File: src/rtl/cfg_word_unpacker.sv
// Configuration-word unpacker: pulls 32-bit words from the config FIFO and writes them out MSB byte first.
// Optional running word checksum is compiled in with `define CFG_CHECKSUM_EN.
module cfg_word_unpacker #(
    parameter int SPI_WIDTH  = 32,
    parameter int BYTE_WIDTH = 8,
    parameter int ADDR_WIDTH = 13,
    parameter int CNT_WIDTH  = 20
) (
    input  logic                  clk_chip,
    input  logic                  reset_n_chip,
    input  logic                  start,
    input  logic [3:0]            start_type,
    output logic                  busy,
    output logic                  done,
    output logic                  err,
    input  logic                  config_ready,
    output logic                  config_paulse,
    output logic [3:0]            config_data,
    output logic                  rd_req,
    input  logic                  rd_valid,
    input  logic [SPI_WIDTH-1:0]  rd_data,
    output logic                  buf_wr_en,
    input  logic                  buf_wr_ready,
    output logic [ADDR_WIDTH-1:0] buf_wr_addr,
    output logic [BYTE_WIDTH-1:0] buf_wr_data,
    output logic [SPI_WIDTH-1:0]  checksum
);

    localparam int BPW    = SPI_WIDTH / BYTE_WIDTH;
    localparam int BIDX_W = (BPW > 1) ? $clog2(BPW) : 1;

    localparam logic [1:0] IDLE   = 2'd0;
    localparam logic [1:0] PULSE  = 2'd1;
    localparam logic [1:0] ACTIVE = 2'd2;
    localparam logic [1:0] DONE   = 2'd3;

    logic [1:0]           state;
    logic [CNT_WIDTH-1:0] size;
    logic [CNT_WIDTH-1:0] words_received;
    logic [CNT_WIDTH-1:0] words_done;
    logic [SPI_WIDTH-1:0] mem [2];
    logic                 rd_ptr;
    logic                 wr_ptr;
    logic [1:0]           occ;
    logic [BIDX_W-1:0]    byte_idx;
    logic [SPI_WIDTH-1:0] head_shift;

    logic active, legal, load, push, accept, word_end, last_byte;

    // Zero means the type is not a legal load.
    function automatic logic [CNT_WIDTH-1:0] type_size(input logic [3:0] t);
        case (t)
            4'd1, 4'd2: type_size = CNT_WIDTH'(2048);
            4'd3, 4'd4: type_size = CNT_WIDTH'(256);
            4'd5, 4'd6: type_size = CNT_WIDTH'(512);
            4'd7, 4'd8: type_size = CNT_WIDTH'(43);
            default:    type_size = '0;
        endcase
    endfunction

    always_comb begin
        active        = (state == ACTIVE);
        legal         = (type_size(start_type) != '0);
        load          = (state == IDLE) && start && legal;
        push          = active && rd_valid && (occ != 2'd2) && (words_received < size);
        buf_wr_en     = active && (occ != 2'd0);
        accept        = buf_wr_en && buf_wr_ready;
        word_end      = accept && (byte_idx == BIDX_W'(BPW - 1));
        last_byte     = word_end && (words_done == size - 1'b1);
        rd_req        = active && (occ == 2'd0) && !rd_valid && (words_received < size);
        config_paulse = (state == PULSE) && config_ready;
        busy          = (state != IDLE);
        done          = (state == DONE);
        head_shift    = mem[rd_ptr] << (BYTE_WIDTH * byte_idx);
        buf_wr_data   = head_shift[SPI_WIDTH-1 -: BYTE_WIDTH];
    end

    always_ff @(posedge clk_chip or negedge reset_n_chip) begin
        if (!reset_n_chip) begin
            state          <= IDLE;
            err            <= 1'b0;
            config_data    <= '0;
            size           <= '0;
            words_received <= '0;
            words_done     <= '0;
            mem[0]         <= '0;
            mem[1]         <= '0;
            rd_ptr         <= 1'b0;
            wr_ptr         <= 1'b0;
            occ            <= '0;
            byte_idx       <= '0;
            buf_wr_addr    <= '0;
        end else begin
            err <= (state == IDLE) && start && !legal;

            case (state)
                IDLE: if (load) begin
                    state          <= PULSE;
                    config_data    <= start_type;
                    size           <= type_size(start_type);
                    words_received <= '0;
                    words_done     <= '0;
                    rd_ptr         <= 1'b0;
                    wr_ptr         <= 1'b0;
                    occ            <= '0;
                    byte_idx       <= '0;
                    buf_wr_addr    <= '0;
                end
                PULSE:   if (config_ready) state <= ACTIVE;
                ACTIVE:  if (last_byte) state <= DONE;
                default: state <= IDLE;
            endcase

            if (push) begin
                mem[wr_ptr]    <= rd_data;
                wr_ptr         <= ~wr_ptr;
                words_received <= words_received + 1'b1;
            end

            if (accept) begin
                buf_wr_addr <= buf_wr_addr + 1'b1;
                byte_idx    <= word_end ? '0 : byte_idx + 1'b1;
            end

            // Head word leaves after its last byte; simultaneous push/pop keeps occupancy.
            if (word_end) begin
                rd_ptr     <= ~rd_ptr;
                words_done <= words_done + 1'b1;
            end

            case ({push, word_end})
                2'b10:   occ <= occ + 1'b1;
                2'b01:   occ <= occ - 1'b1;
                default: occ <= occ;
            endcase
        end
    end

`ifdef CFG_CHECKSUM_EN
    always_ff @(posedge clk_chip or negedge reset_n_chip) begin
        if (!reset_n_chip) begin
            checksum <= '0;
        end else if (load) begin
            checksum <= '0;
        end else if (push) begin
            checksum <= checksum + rd_data;
        end
    end
`else
    assign checksum = '0;
`endif

endmodule

File: config.mk
export PLATFORM = sky130hd
export DESIGN_NAME = cfg_word_unpacker
export DESIGN_NICKNAME = d
export VERILOG_FILES = /design/src/rtl/cfg_word_unpacker.sv
export SDC_FILE = /design/constraint.sdc
export NUM_CORES = 1
export LEC_CHECK = 0
export ABC_AREA = 0
export BUFFER_PORTS_ARGS = -buffer_cell sky130_fd_sc_hd__buf_2
export CORE_UTILIZATION = 31
export DETAILED_ROUTE_END_ITERATION = 7
export PLACE_DENSITY_LB_ADDON = 0.3
export SLEW_MARGIN = 25
export SYNTH_ARGS = -nofsm -noshare
export SYNTH_HDL_FRONTEND = slang
export SYNTH_SLANG_ARGS = --single-unit
export TNS_END_PERCENT = 100
File: constraint.sdc
create_clock -name clk_chip -period 4.6 [get_ports clk_chip]
set_input_delay 0.69 -clock clk_chip [delete_from_list [all_inputs] [get_ports clk_chip]]
set_output_delay 0.69 -clock clk_chip [all_outputs]
set_load 0.02 [all_outputs]
[Word level (Yosys, flattened, before mapping)]
Memories as Yosys holds them, arrays and structs flattened. A register that Yosys moved wholly into a read port is not among the register bits.
Index checks and enable logic that the tools add are counted.
Storage, ports and cells
  register bits after elaboration: 150
  latch bits: 0
  bits in writable memories: 0
  memory bits (read-only): 224
  bits of input ports: 42
  output and inout port bits: 63
  word-level logic and storage cells: 103
  memories: 2
Cells by class
  add/subtract/negate cells: 7
  multiply operators: 0
  divide/modulo/power cells: 0
  magnitude comparators: 4
  equality and inequality tests: 11
  shifts and indexed selects: 1
  multiplexer cells: 26
  bitwise gates (word level): 4
  reductions and logical operators: 35
Memories
  (name not given): depth 16, width 7, read ports 1, clocked after memory_dff 1, wr ports 0, line 52  | case (t)
  (name not given): depth 16, width 7, read ports 1, clocked after memory_dff 0, wr ports 0, line 52
Operator list (number)
  $mux W32: 4
  $mux W20: 4
  $bwmux W64: 1
  $add A20 B1 Y20 const B: 2
  $mux W13: 3
  $demux W32 S1: 1
  $shl A32 B5 Y32: 1
  $eq A20 B20 Y1: 1
  $lt A20 B20 Y1: 1
  $reduce_bool A20 Y1: 1
  $sub A20 B1 Y20 const B: 1
  $reduce_bool A2 Y1: 9
  $logic_and A1 B1 Y1: 15
  $mux W2: 7
  $add A13 B1 Y13 const B: 1
  $eq A2 B2 Y1 const B: 4
  $reduce_and A2 Y1: 4
  $ne A2 B2 Y1 const B: 3
  $pmux W2 S3: 1
  $add A2 B1 Y2 const B: 2
  $eq A2 B1 Y1 const B: 2
  $ge A2 B2 Y1 const B: 2
  $logic_not A2 Y1: 2
  $mux W1: 4
  8 further kinds: 12

[Longest topological paths before layout]
  depth in word-level cells: 7
  mapped depth: 11
  gate-level depth less buffers: 11

[Worst setup path after synthesis]
OpenSTA, ideal clock, no wires.
  path type: register to output
  from: reg rd_ptr
  to: out buf_wr_data[0]
  arrival time: 2.149 ns
  data required time: 3.910 ns
  path slack: 1.761 ns
  stages on the path, launching flop included: 5
  path buffers: 2
  path through: dfrtp_1 clkbuf_1 buf_1 mux4_2 mux2_2
On the way
  longest elaborated chain between the ends: 5
RTL lines
  start: declaration: line 42  | logic rd_ptr;
  start signal: assignment: line 127  | rd_ptr <= ~rd_ptr;
  $not A1 Y2 (not written as such): line 74  | head_shift = mem[rd_ptr] << (BYTE_WIDTH * byte_idx);
  $mux W32 (not written as such) (3 in a row): line 74
  $shl A32 B5 Y32: line 74
  end: declaration: line 25  | output logic [BYTE_WIDTH-1:0] buf_wr_data,
Every way passes these cells. The select of a mux whose other input is x is not followed.

[Worst setup path in the final report]
  from: reg size[5]
  to: reg mem[47] (netlist bit)
On the way
  longest elaborated chain between the ends: 2
RTL lines
  start: declaration: line 38  | logic [CNT_WIDTH-1:0] size;
  $lt A20 B20 Y1: line 65  | push = active && rd_valid && (occ != 2'd2) && (words_received < size);
  $logic_and A1 B1 Y1: line 65
  end signal: indexed assignment: line 115  | mem[wr_ptr] <= rd_data;
  end: declaration: line 41  | logic [SPI_WIDTH-1:0] mem [2];
Every way passes these cells.
A chain may end at the register's enable or synchronous reset.

==> Flow_metrics.wiki <==
{| class="wikitable"
! Metric !! Value
|-
| Data arrival time at the worst-slack endpoint || 3.60 ns
|-
| CTS Hold Bufs || 0
|-
| Post-synth EDFFs || 0
|-
| First-pass GRT wire length || 25,300 um
|-
| Proportion of layout cells with a drive suffix above 1 || 24.0%
|-
| Clock edge transition at the registers on the reported setup and hold paths || 0.05 ns
|-
| Run status || finished with violations
|-
| CTS buffer count || 17
|-
| Type of the worst setup path || reg -> reg
|-
| Synth warnings || 0
|-
| Number of buffers on the longest clock path || 2
|-
| Number of search-and-repair iterations in the first detailed-routing pass || 7
|-
| Slew of the pin with the lowest slew margin || 0.917 ns
|-
| Mean cell area of the mapped netlist || 11.6 um^2
|-
| Leakage power || 3.85 nW
|-
| Worst slew slack as a fraction of its limit || 38.9%
|-
| Flop2flop setup slack || 1.30 ns
|-
| Crit path max-delay family || compound AO/OA/AOI/OAI gates
|-
| Overflow left after global routing || 0
|-
| Routed length on met2 || 6680 um
|-
| Setup violators final || 0
|-
| Sort of element at the start of the critical path || register
|-
| Master cell of the clock root buffer || clkbuf_16
|-
| Overall die area || 23,200 um^2
|-
| Post-Synthesis Cells || 605
|-
| Starting density of the core || 31.8%
|-
| Power spent charging and discharging nets || 1.54 mW
|-
| Antenna Nets Post-Route || 0
|-
| Worst Hold Slack || 0.357 ns
|-
| HPWL reported at the end of detailed placement || 9940 um
|-
| Post-synthesis instance area || 7010 um^2
|-
| Sequential fraction of design power || 38.1%
|-
| Reg-to-Reg Start || size[5]
|-
| Internal power component || 3.08 mW
|-
| Placeable core region || 22,000 um^2
|-
| Worst skew pair latency || 0.42 ns
|-
| Weighted congestion reported at the end of routability-driven placement || 0.706
|-
| Achievable clock frequency || 0.303 GHz
|-
| Sequential area share after synthesis || 47.8%
|-
| Met3 wire length || 765 um
|-
| Vias in the first global route || 4,784
|-
| Count of routing violations after the opening detailed-route iteration || 298
|-
| Combined global-route utilization of all metal layers || 13.7%
|-
| Flip-flop and latch count after synthesis || 134
|-
| TritonCTS clock tree || built
|-
| Final Max Tran Viols || 0
|-
| Number of instances resized during post-cts repair || 0
|-
| P&R area growth vs syn || 14.8%
|-
| Pin count of the biggest net entering global routing || 110
|-
| Number of violations of the max-capacitance limit || 0
|-
| Relative contribution of the clock network to total power || 26.9%
|-
| Worst-path maximum fanout || 32
|-
| Die Height || 152 um
|-
| Post-route fraction of the period consumed by the critical path || 71.8%
|-
| Hold Path Class || in -> async
|-
| Ys flop type || dfrtp_1
|-
| Wirelength, routed || 14,900 um
|-
| Initial antenna violation count || 1
|-
| Logic depth of the worst register-to-register path || 8
|-
| RSZ-0062 raised after global routing || no
|-
| Critical Path Slowest Stage Cell || a211o_1
|-
| Proportion of power drawn by combinational gates || 35.0%
|-
| # placed instances || 936
|-
| Crit end category || register
|-
| Final critical path time including I/O delays and setup || 3.30 ns
|-
| Row Count || 54
|-
| Data required time of the critical path || 4.90 ns
|-
| CTS H-tree lvls || 4
|-
| Die W || 152 um
|-
| Share of async-settable or async-resettable flops after synthesis || 100%
|-
| Met1 Wirelength || 7290 um
|-
| Setup WS post-layout || 1.30 ns
|-
| Capture instance of the worst register-to-register path || mem[47]
|-
| Non-filler instance count after layout || 965
|-
| Post-detailed-route wirelength per cell || 15.4 um
|-
| Net count reported at finish || 735
|-
| Number of distinct library cell variants in the gate-level netlist after synthesis || 61
|-
| Final Hold Vio Count || 0
|-
| DRC violations left || 24
|-
| Cells traversed along the worst timing path || inv_1 -> ha_1 -> a211o_1 -> a2111o_1 -> a211o_1 -> nor2_4 -> buf_4 -> mux2_1
|-
| Setup skew after layout || 0.0139 ns
|-
| Maximum vdd drop || 0.000268 V
|-
| DR vias || 4,745
|-
| Highest metal layer used by the detailed router || met5
|-
| Worst slack at placement || 1.28 ns
|-
| CP dominant cell by count || a211o_1
|-
| I/O pin total || 105
|-
| Count of input and output buffers || 72
|-
| Detail-routed via count per cell || 4.92
|-
| Worst path bufs/invs || 2
|-
| Pwr Density || 574 nW/um^2
|-
| Max incr delay on CP || 0.58 ns
|-
| Post-layout total power || 4.62 mW
|-
| Violated checks || design-rule violations
|-
| Clock tree sinks || 134
|-
| Net switching fraction of the power || 33.3%
|-
| Setup TNS || 0 ns
|-
| Setup repair bufs after CTS || 0
|}
## registers in the layout, summed over array words and instances (netlist names)
| name | flops |
|---|---|
| mem | 64 |
| words_done | 20 |
| words_received | 20 |
| buf_wr_addr | 13 |
| config_data | 4 |
| size | 4 |
| byte_idx | 2 |
| occ | 2 |
| state | 2 |
| err | 1 |
| rd_ptr | 1 |
| wr_ptr | 1 |
## power groups by stage
stage	clock network (mW)	registers, mW	logic (mW)
detailed placement	0	1.78	1.64
floorplan	0	1.73	1.26
global placement	0	1.77	1.62
CTS	1.27	1.76	1.64
global route	1.32	1.82	1.79
finish	1.24	1.76	1.62
## layout by cell type, fill, tap and decap left out, drive strengths merged, types with 2 or more instances in the layout
cell type and n:
nand2 49, a211o 3, a21o 6, buf 79, nor2 25, clkinv 3, a31oi 5, xnor2 6
nor2b 2, ha 18, mux2 77, nor3 8, inv 15, nand4b 3, conb 32, nand3 29
o21ai 42, o211ai 7, nor4b 3, clkbuf 24, mux4 16, dfrtp 134, o41ai 2, mux2i 9
and3 15, a2111oi 2, a21oi 14, and2 4, nand4 10, a211oi 3, nor4 4, or3 5
o31ai 7, nand2b 3
## synthesized netlist by cell type (all sizes together), types with 5 or more instances
cell type | n | area [um^2]
nor2 | 25 | 101
or3 | 5 | 31.3
a31oi | 5 | 31.3
nand2 | 49 | 186
inv | 15 | 56.3
o21ai | 42 | 210
buf | 44 | 325
nand3 | 29 | 145
nor3 | 8 | 40.0
mux2i | 9 | 90.1
xnor2 | 6 | 52.6
and3 | 15 | 93.8
dfrtp | 134 | 3350
a21oi | 14 | 70.1
o211ai | 7 | 52.6
clkbuf | 16 | 60.1
a21o | 6 | 45.0
o31ai | 7 | 52.6
mux4 | 16 | 360
nand4 | 10 | 62.6
mux2 | 77 | 980
ha | 18 | 225
## how the worst max path moves through the flow
stage	start	end	slack, ns	cells after the start
floorplan	rd_ptr	buf_wr_data[0]	1.76	4
global placement	size[5]	mem[1]	1.22	8
detailed placement	size[5]	mem[57]	1.28	8
CTS	size[5]	mem[57]	1.27	8
global route	size[5]	mem[40]	1.09	8
finish	size[5]	mem[47]	1.30	8
## worst reg2reg max path, cell delays in order (launching register included)
cell,delay (ns)
dfrtp_1,0.44
inv_1,0.14
ha_1,0.31
a211o_1,0.26
a2111o_1,0.45
a211o_1,0.59
nor2_4,0.18
buf_4,0.42
mux2_1,0.39
## routing by layer
metal  GRT usage, %  vias up
met5              0        -
met4           3.79        2
met3           3.90       15
met2           20.6       97
met1           19.3     2341
li1               -     2290
## kinds of logic after synthesis
kind of cell / share of synthesized area (%)
AO/OA/AOI/OAI: 9.28
AND/OR/NAND/NOR: 12.0
adder cells (fa/ha/maj): 3.21
buffers and inverters: 6.30
XOR/XNOR: 0.875
flip-flops: 47.8
other: 0.0535
multiplexers: 20.4
## through the flow
stage	instance area (um^2)	util, %
6_report	8050	36.5
5_1_grt	8040	36.5
4_1_cts	8040	36.5
3_5_place_dp	7520	34.1
3_3_place_gp	7520	34.1
2_1_floorplan	7120	-
## area by class of cell
type,count,area (um^2)
diodes,1,2.50
clock inverters,5,52.6
repair buffers,80,429
fillers,2190,14000
inverters,15,56.3
well taps,280,350
flip-flops and latches,134,3350
multi-input cells,427,3330
clock buffers,23,468
No activity file was read; power rests on OpenSTA's default activity.
